==> src/rtl/layer_mixer_if.sv <==
// Register write port into layer_mixer, driven by axil_controller.
interface layer_mixer_if #(
    parameter int ADDR_WIDTH = 16,
    parameter int DATA_WIDTH = 32
);
    logic [ADDR_WIDTH-1:0] waddr;
    logic [DATA_WIDTH-1:0] wdata;
    logic                  wen;

    modport master (output waddr, wdata, wen);
    modport slave  (input  waddr, wdata, wen);
endinterface

==> src/rtl/layer_mixer.sv <==
// Layer compositor: priority select with colour key, enable mask and background,
// frame-synchronous register commit. Define LAYER_MIXER_ALPHA_EN for 50/50 blending.

module layer_qual #(
    parameter int COLOR_WIDTH = 12
) (
    input  logic [COLOR_WIDTH-1:0] pixel,
    input  logic [COLOR_WIDTH-1:0] key,
    input  logic                   en,
    output logic                   qual
);
    assign qual = en && (pixel != key);
endmodule

module layer_mixer #(
    parameter int                     LAYER_COUNT = 3,
    parameter int                     COLOR_WIDTH = 12,
    parameter int                     ADDR_WIDTH  = 16,
    parameter int                     DATA_WIDTH  = 32,
    parameter logic [COLOR_WIDTH-1:0] KEY_RESET   = 12'hFFF
) (
    input  logic                               clk,
    input  logic                               rst,
    layer_mixer_if.slave                       bus,
    input  logic                               frame_start,
    input  logic                               visible_in,
    input  logic                               hsync_in,
    input  logic                               vsync_in,
    input  logic [LAYER_COUNT*COLOR_WIDTH-1:0] layer_pixel,
    output logic [COLOR_WIDTH/3-1:0]           red,
    output logic [COLOR_WIDTH/3-1:0]           green,
    output logic [COLOR_WIDTH/3-1:0]           blue,
    output logic                               hsync_out,
    output logic                               vsync_out,
    output logic [15:0]                        frame_count,
    output logic                               commit_done
);
    localparam int CW = COLOR_WIDTH / 3;
    localparam logic [ADDR_WIDTH-1:0] A_EN     = ADDR_WIDTH'(0);
    localparam logic [ADDR_WIDTH-1:0] A_BG     = ADDR_WIDTH'(1);
    localparam logic [ADDR_WIDTH-1:0] A_KEY    = ADDR_WIDTH'(2);
    localparam logic [ADDR_WIDTH-1:0] A_COMMIT = ADDR_WIDTH'(3);
`ifdef LAYER_MIXER_ALPHA_EN
    localparam logic [ADDR_WIDTH-1:0] A_ALPHA  = ADDR_WIDTH'(4);
`endif

    logic [LAYER_COUNT-1:0] sh_en,  act_en;
    logic [COLOR_WIDTH-1:0] sh_bg,  act_bg;
    logic [COLOR_WIDTH-1:0] sh_key, act_key;
    logic                   pending;
`ifdef LAYER_MIXER_ALPHA_EN
    logic [LAYER_COUNT-1:0] sh_alpha, act_alpha;
`endif

    // Active copy loads from the pre-write shadow on a committing frame_start;
    // a COMMIT write in that same cycle re-arms pending for the next frame.
    always_ff @(posedge clk or posedge rst) begin
        if (rst) begin
            sh_en       <= '1;
            act_en      <= '1;
            sh_bg       <= '0;
            act_bg      <= '0;
            sh_key      <= KEY_RESET;
            act_key     <= KEY_RESET;
            pending     <= 1'b0;
            frame_count <= '0;
            commit_done <= 1'b0;
`ifdef LAYER_MIXER_ALPHA_EN
            sh_alpha    <= '0;
            act_alpha   <= '0;
`endif
        end else begin
            commit_done <= frame_start && pending;
            if (frame_start)
                frame_count <= frame_count + 16'd1;
            if (frame_start && pending) begin
                act_en  <= sh_en;
                act_bg  <= sh_bg;
                act_key <= sh_key;
`ifdef LAYER_MIXER_ALPHA_EN
                act_alpha <= sh_alpha;
`endif
                pending <= 1'b0;
            end
            if (bus.wen) begin
                case (bus.waddr)
                    A_EN:     sh_en  <= bus.wdata[LAYER_COUNT-1:0];
                    A_BG:     sh_bg  <= bus.wdata[COLOR_WIDTH-1:0];
                    A_KEY:    sh_key <= bus.wdata[COLOR_WIDTH-1:0];
                    A_COMMIT: if (bus.wdata[0]) pending <= 1'b1;
`ifdef LAYER_MIXER_ALPHA_EN
                    A_ALPHA:  sh_alpha <= bus.wdata[LAYER_COUNT-1:0];
`endif
                    default:  ;
                endcase
            end
        end
    end

    // Stage 1
    logic [LAYER_COUNT-1:0][COLOR_WIDTH-1:0] s1_pix;
    logic                                    s1_vis;
    logic [1:0]                              hs_pipe, vs_pipe;

    always_ff @(posedge clk or posedge rst) begin
        if (rst) begin
            s1_pix  <= '0;
            s1_vis  <= 1'b0;
            hs_pipe <= 2'b11;
            vs_pipe <= 2'b11;
        end else begin
            s1_pix  <= layer_pixel;
            s1_vis  <= visible_in;
            hs_pipe <= {hs_pipe[0], hsync_in};
            vs_pipe <= {vs_pipe[0], vsync_in};
        end
    end

    logic [LAYER_COUNT-1:0] qual;

    genvar g;
    generate
        for (g = 0; g < LAYER_COUNT; g++) begin : g_lane
            layer_qual #(.COLOR_WIDTH(COLOR_WIDTH)) u_qual (
                .pixel (s1_pix[g]),
                .key   (act_key),
                .en    (act_en[g]),
                .qual  (qual[g])
            );
        end
    endgenerate

    // Descending scan: the last hit is the lowest index; the hit before it
    // is the next lower-priority qualifier.
    logic [COLOR_WIDTH-1:0] first_pix, sel;
`ifdef LAYER_MIXER_ALPHA_EN
    logic [COLOR_WIDTH-1:0] sec_pix;
    logic                   first_alpha;
    logic [CW:0]            ch_sum;
`endif

    always_comb begin
        first_pix = act_bg;
`ifdef LAYER_MIXER_ALPHA_EN
        sec_pix     = act_bg;
        first_alpha = 1'b0;
        ch_sum      = '0;
`endif
        for (int i = LAYER_COUNT - 1; i >= 0; i--) begin
            if (qual[i]) begin
`ifdef LAYER_MIXER_ALPHA_EN
                sec_pix     = first_pix;
                first_alpha = act_alpha[i];
`endif
                first_pix = s1_pix[i];
            end
        end
        sel = first_pix;
`ifdef LAYER_MIXER_ALPHA_EN
        if (first_alpha) begin
            for (int c = 0; c < 3; c++) begin
                ch_sum = {1'b0, first_pix[c*CW +: CW]} + {1'b0, sec_pix[c*CW +: CW]};
                sel[c*CW +: CW] = ch_sum[CW:1];
            end
        end
`endif
    end

    // Stage 2
    logic [COLOR_WIDTH-1:0] s2_color;

    always_ff @(posedge clk or posedge rst) begin
        if (rst)
            s2_color <= '0;
        else
            s2_color <= s1_vis ? sel : '0;
    end

    assign red       = s2_color[2*CW +: CW];
    assign green     = s2_color[CW +: CW];
    assign blue      = s2_color[0 +: CW];
    assign hsync_out = hs_pipe[1];
    assign vsync_out = vs_pipe[1];
endmodule
==> src/flat_wrapper.sv <==
// flat-port wrapper written by rule: the top's interface ports become plain ports
module layer_mixer_flat 
#(
    parameter int                     LAYER_COUNT = 3,
    parameter int                     COLOR_WIDTH = 12,
    parameter int                     ADDR_WIDTH  = 16,
    parameter int                     DATA_WIDTH  = 32,
    parameter logic [COLOR_WIDTH-1:0] KEY_RESET   = 12'hFFF
)
  (clk, rst, frame_start, visible_in, hsync_in, vsync_in, layer_pixel, red, green, blue, hsync_out, vsync_out, frame_count, commit_done, bus_waddr, bus_wdata, bus_wen);
  layer_mixer_if #(.ADDR_WIDTH(ADDR_WIDTH), .DATA_WIDTH(DATA_WIDTH)) bus_i ();
  input  logic clk;
  input  logic rst;
  input  logic frame_start;
  input  logic visible_in;
  input  logic hsync_in;
  input  logic vsync_in;
  input  logic [LAYER_COUNT*COLOR_WIDTH-1:0] layer_pixel;
  output logic [COLOR_WIDTH/3-1:0] red;
  output logic [COLOR_WIDTH/3-1:0] green;
  output logic [COLOR_WIDTH/3-1:0] blue;
  output logic hsync_out;
  output logic vsync_out;
  output logic [15:0] frame_count;
  output logic commit_done;
  input wire logic [$bits(bus_i.waddr)-1:0] bus_waddr;
  input wire logic [$bits(bus_i.wdata)-1:0] bus_wdata;
  input wire logic [$bits(bus_i.wen)-1:0] bus_wen;
  assign bus_i.waddr = bus_waddr;
  assign bus_i.wdata = bus_wdata;
  assign bus_i.wen = bus_wen;
  layer_mixer #(.LAYER_COUNT(LAYER_COUNT), .COLOR_WIDTH(COLOR_WIDTH), .ADDR_WIDTH(ADDR_WIDTH), .DATA_WIDTH(DATA_WIDTH), .KEY_RESET(KEY_RESET)) u_core (.clk(clk), .rst(rst), .bus(bus_i), .frame_start(frame_start), .visible_in(visible_in), .hsync_in(hsync_in), .vsync_in(vsync_in), .layer_pixel(layer_pixel), .red(red), .green(green), .blue(blue), .hsync_out(hsync_out), .vsync_out(vsync_out), .frame_count(frame_count), .commit_done(commit_done));
endmodule
==> config.mk <==
export PLATFORM = sky130hd
export DESIGN_NAME = layer_mixer_flat
export DESIGN_NICKNAME = d
export VERILOG_FILES = /design/src/rtl/layer_mixer_if.sv /design/src/rtl/layer_mixer.sv /design/src/flat_wrapper.sv
export SDC_FILE = /design/constraint.sdc
export NUM_CORES = 1
export LEC_CHECK = 0
export BUFFER_PORTS_ARGS = -buffer_cell sky130_fd_sc_hd__buf_4
export CAP_MARGIN = 20
export CORE_MARGIN = 10
export CORE_UTILIZATION = 35
export CTS_CLUSTER_DIAMETER = 40
export DETAILED_ROUTE_END_ITERATION = 8
export PLACE_DENSITY = 0.65
export SYNTH_ARGS = -nofsm -noshare
export SYNTH_HDL_FRONTEND = slang
export SYNTH_SLANG_ARGS = --single-unit
==> constraint.sdc <==
create_clock -name clk -period 4.3 [get_ports clk]
set_input_delay 0.215 -clock clk [delete_from_list [all_inputs] [get_ports clk]]
set_output_delay 0.215 -clock clk [all_outputs]
set_load 0.02 [all_outputs]
## Yosys cells after proc, flatten, opt, wreduce, memory -nomap -nowiden

Cells that the tools add are included.

- Register bits after elaboration: 125
- Bits of input ports: 91
- Logic and storage cells: 39

- Add/subtract/negate cells: 1
- Equal/unequal tests: 6
- Muxes and demuxes: 8
- Reductions and logical operators: 8

Operators with widths:

| kind | count |
|---|---|
| $mux W12 | 4 |
| $ne A12 B12 Y1 | 3 |
| $eq A16 B2 Y1 const B | 2 |
| $add A16 B1 Y16 const B | 1 |
| $eq A16 B1 Y1 const B | 1 |
| $logic_not A16 Y1 | 1 |
| $reduce_and A2 Y1 | 3 |
| $logic_and A1 B1 Y1 | 4 |
| $mux W1 | 4 |

## Depth between registers and ports, before layout

- Depth in word-level cells: 6
- Gate-level depth with buffers: 6
- Mapped depth without buffers: 5

## By module

Synthesis repeated with hierarchy kept, for this count alone.

- Cells, all modules: 356
- Area total of the unflattened synthesis: 5,124.9 um^2

Modules (own cells, without submodules):

| module | instances | cells an instance | area each (um^2) | seq. area each (um^2) |
|---|---|---|---|---|
| layer_mixer | 1 | 308 | 4,727.0 | 3,170.5 |
| layer_qual | 3 | 16 | 132.6 | 0.0 |

## Worst setup path before layout

No wires, ideal clock.

- Kind: register to register
- Start: register u_core.act_key[5]
- End: register u_core.s2_color[10]
- Setup time: 0.123 ns
- Arrival: 1.567 ns
- Data required time: 4.177 ns
- Path slack: 2.609 ns
- Cell stages (with the launch flop): 7
- Period minus slack after synthesis: 1.691 ns
- Cell sequence: dfstp_2 > xor2_1 > nor4_2 > buf_4 > a31oi_1 > a211oi_2 > o21ai_2

- Word-level cells in the longest chain between the ends: 6
- Elaborated cells between the ends (all ways): 10

Ends and longest elaborated chain:

| element | line | source |
|---|---|---|
| from (decl) | layer_mixer.sv:49 | `logic [COLOR_WIDTH-1:0] sh_key, act_key;` |
| from (signal assigned) | layer_mixer.sv:79 | `act_key <= sh_key;` |
| $ne A12 B12 Y1 | layer_mixer.sv:12 | `assign qual = en && (pixel != key);` |
| $logic_and A1 B1 Y1 | layer_mixer.sv:12 |  |
| $mux W12 (2 in series) | layer_mixer.sv:150 | `if (qual[i]) begin` |
| $mux W12 (*) | layer_mixer.sv:150 |  |
| $mux W12 (*) | layer_mixer.sv:176 | `s2_color <= s1_vis ? sel : '0;` |
| to (signal assigned) | layer_mixer.sv:176 |  |
| to (decl) | layer_mixer.sv:170 | `logic [COLOR_WIDTH-1:0] s2_color;` |

Mark *: on every way between the ends. The rest lies on a longest branch, timed or not.
A chain may end at the register's enable or synchronous reset.

## Final worst setup path

- Start: register u_core.act_key[0]
- End: register u_core.s2_color[11]

Same word-level chain as after synthesis.

==> metrics.txt <==
CTS HTree Levels=4; net total in the final layout=around 620; Setup TNS=0 ns; number of global-route vias before repair=3781; Worst Setup Path Type=reg2reg; final worst-path cycle share=57.31%; highest clock frequency the design can meet=405.8 MHz; Vert. Die Dim=between 100 and 150 um; HPWL after DPL=9168 um; hold buffers post-CTS=40; GP Congestion=0.8435; summed instance area of the synthesized netlist=5172 um2; CTS tree=done; Root Driver=clkbuf_16; starting DRC count in detailed routing=142; worst-case clock buffer depth=2; antenna diode instance count=0; CTS Sinks=125; Worst Skew=around 0.0065 ns; Hold Path Class=in2reg; Post-Layout Cell Count=727; FF-to-FF path depth=5; largest driver fanout on the critical path=13; Pins Over Slew Limit=0; total track usage=between 10% and 20%; number of detailed-routing iterations run before antenna repair=4; unrepaired setup endpoints after global routing=no; pin count of the biggest net entering global routing=52; syn nets=469; RR Startpoint=u_core.act_key[0]$_DFFE_PP1P_; global-route congestion overflow total=0; average vias per placed instance=between 4 and 5; launch instance of the worst min-delay path=bus_wdata[5]; Remaining DRCs=0; setup-violating endpoint count in the final report=0; port bufs=a little over 100; area of the core=~15000 um2; wire length of the first global-routing pass=20150 um; flop-to-flop setup slack=1.84 ns; max-slew headroom at the worst pin=34.39%; peak ir drop on the vdd network=0.3027 mV; source-to-sink clock delay at the later pin of the worst-skew pair=roughly 0.4 ns; antenna violations before repair=0; actual transition at the worst max-transition pin=between 0.9 and 1 ns; result of the run=finished, final reports clean; vias=3432; commonest non-fill, non-tap cell in the layout=buf_4; Mapped Cells=~380; Ports=122; final hold viol count=0; fill count=1262; sequential cell area fraction in the yosys report=61.30%; count of nets left with antenna violations after detail routing=0; element type at the critical path end=flop; maxcap violations=0; effective utilization at floorplan=35.59%; data arrival time of the critical path=2.79 ns; nature of the critical path startpoint=flop; Post-Route Hold Slack=0.02889 ns; post-CTS repair timing setup buffer count=0; leakage power=0.003204 uW; standard-cell rows=44; Chip Width=141.6 um; WL per Instance=between 15 and 20 um; shortest clock period the worst path allows after layout=2.464 ns; PD cells=408.7 nW/um2; Reg-to-Reg End=u_core.s2_color[11]$_DFF_PP0_; total length of routed wires=between 10000 and 15000 um; most used cells in the layout excluding fill and tap cells=buf_4, dfrtp_1, dlygate4sd3_1; overall die area=roughly 20000 um2; number of stages on the worst hold path=2; endpoint with the worst hold slack=u_core.sh_bg[5]$_DFFE_PP0P_; Clock transition at path regs=0.05 ns; synthesis warning total=0; fraction of layout instances using a drive strength above 1=~44%; placed instance count=about 650; Inserted Clock Buffers=17; layout overhead on the synthesized area=36.72%; register bit total from synthesis=125; per-instance average area after synthesis=13.72 um2; number of distinct library cells after synthesis=38; required time at the worst-slack endpoint=roughly 4.6 ns; number of resized instances in the post-cts repair step=0
-- flip-flops by register name, indices dropped and copies added (netlist names), 12 cells and up --
signal              flops
u_core.sh_key          12
u_core.frame_count     16
u_core.act_key         12
u_core.sh_bg           12
u_core.s2_color        12
u_core.s1_pix          36
u_core.act_bg          12
-- metal layers --
metal	global-route usage [%]	vias to the layer above	routed length (um)
li1	-	1629	-
met1	14.87	1704	5201
met2	21.45	85	6331
met3	4.873	14	839
met4	4.626	0	169
met5	0	-	0
-- final cells by class --
| class | count | area [um2] | area share [%] |
|---|---|---|---|
| clock buffers | 21 | 460.4 | 6.511 |
| clock inverters | 11 | 71.32 | 1.008 |
| inverters | 7 | 28.78 | 0.4069 |
| multi-input cells | 231 | 1878 | 26.56 |
| flip-flops and latches | 125 | 3171 | 44.83 |
| well taps | 184 | 230.2 | 3.255 |
| repair buffers | 148 | 1232 | 17.43 |
-- power by group --
group	internal, uW	total (uW)	leakage (uW)	switching, uW
Combinational	170	330	0.00144	160
Sequential	1240	1300	0.00151	60.6
Clock	760	1260	0.000251	501
-- Yosys cell counts, drive strengths merged --
master   n  area, um2
nand2b   1      6.260
inv      7      26.28
o31ai    1      7.510
dfrtp   91       2277
nor3b    1      12.51
nor4b    1      15.01
or2      1      6.260
o41ai    1      16.27
buf     11      86.33
nand3    1      5.000
nor2     7      33.78
clkbuf   3      11.26
xnor2   35      306.5
dfstp   34      893.4
mux2    54      608.1
a31o     1      8.760
xor2    16      147.7
nor4     5      50.05
and3     3      18.77
nand2   36      135.1
ha       1      12.51
a211oi  12      140.1
o311a    1      10.01
o31a     1      8.760
o21ai   25      162.6
nand4   12      75.07
a31oi   12      75.07
nor3     2      10.01
o22ai    1      6.260
-- cell families (layout without fill, tap and decap cells) --
group	Yosys count	count (layout)	share of synthesized area, %
AO/OA/AOI/OAI	55	55	8.418
XOR/XNOR	51	51	8.781
adder cells (fa/ha/maj)	1	1	0.2419
buffers and inverters	21	187	2.395
flip-flops	125	125	61.30
multiplexers	54	54	11.76
AND/OR/NAND/NOR	70	70	7.112
-- through the flow --
stage                     power (uW)  util (%)  setup WS, ns  cell area, um2
final                           2891     48.66         1.836            7072
after global placement          1614     41.94         1.864            6096
after detailed placement        1621     41.94         1.821            6096
after CTS                       2924     48.36         1.798            7028
after global routing            3018     48.66         1.629            7072
after floorplan                 1471         -        0.8137            5172
-- how the worst max path moves through the flow --
stage	startpoint	end
2_1_floorplan	rst	u_core.act_bg[0]$_DFFE_PP0P_
3_3_place_gp	u_core.act_key[0]$_DFFE_PP1P_	u_core.s2_color[0]$_DFF_PP0_
3_5_place_dp	u_core.act_key[0]$_DFFE_PP1P_	u_core.s2_color[11]$_DFF_PP0_
4_1_cts	u_core.act_key[0]$_DFFE_PP1P_	u_core.s2_color[11]$_DFF_PP0_
5_1_grt	u_core.act_key[0]$_DFFE_PP1P_	u_core.s2_color[11]$_DFF_PP0_
6_report	u_core.act_key[0]$_DFFE_PP1P_	u_core.s2_color[11]$_DFF_PP0_
-- critical path, stage by stage (launching register included) --
cell	delay [ns]
dfstp_2	0.58
xor2_1	0.09
nor4_2	0.86
a31o_2	0.51
a211oi_1	0.14
o21ai_0	0.20
(Power assumes the default switching activity.)
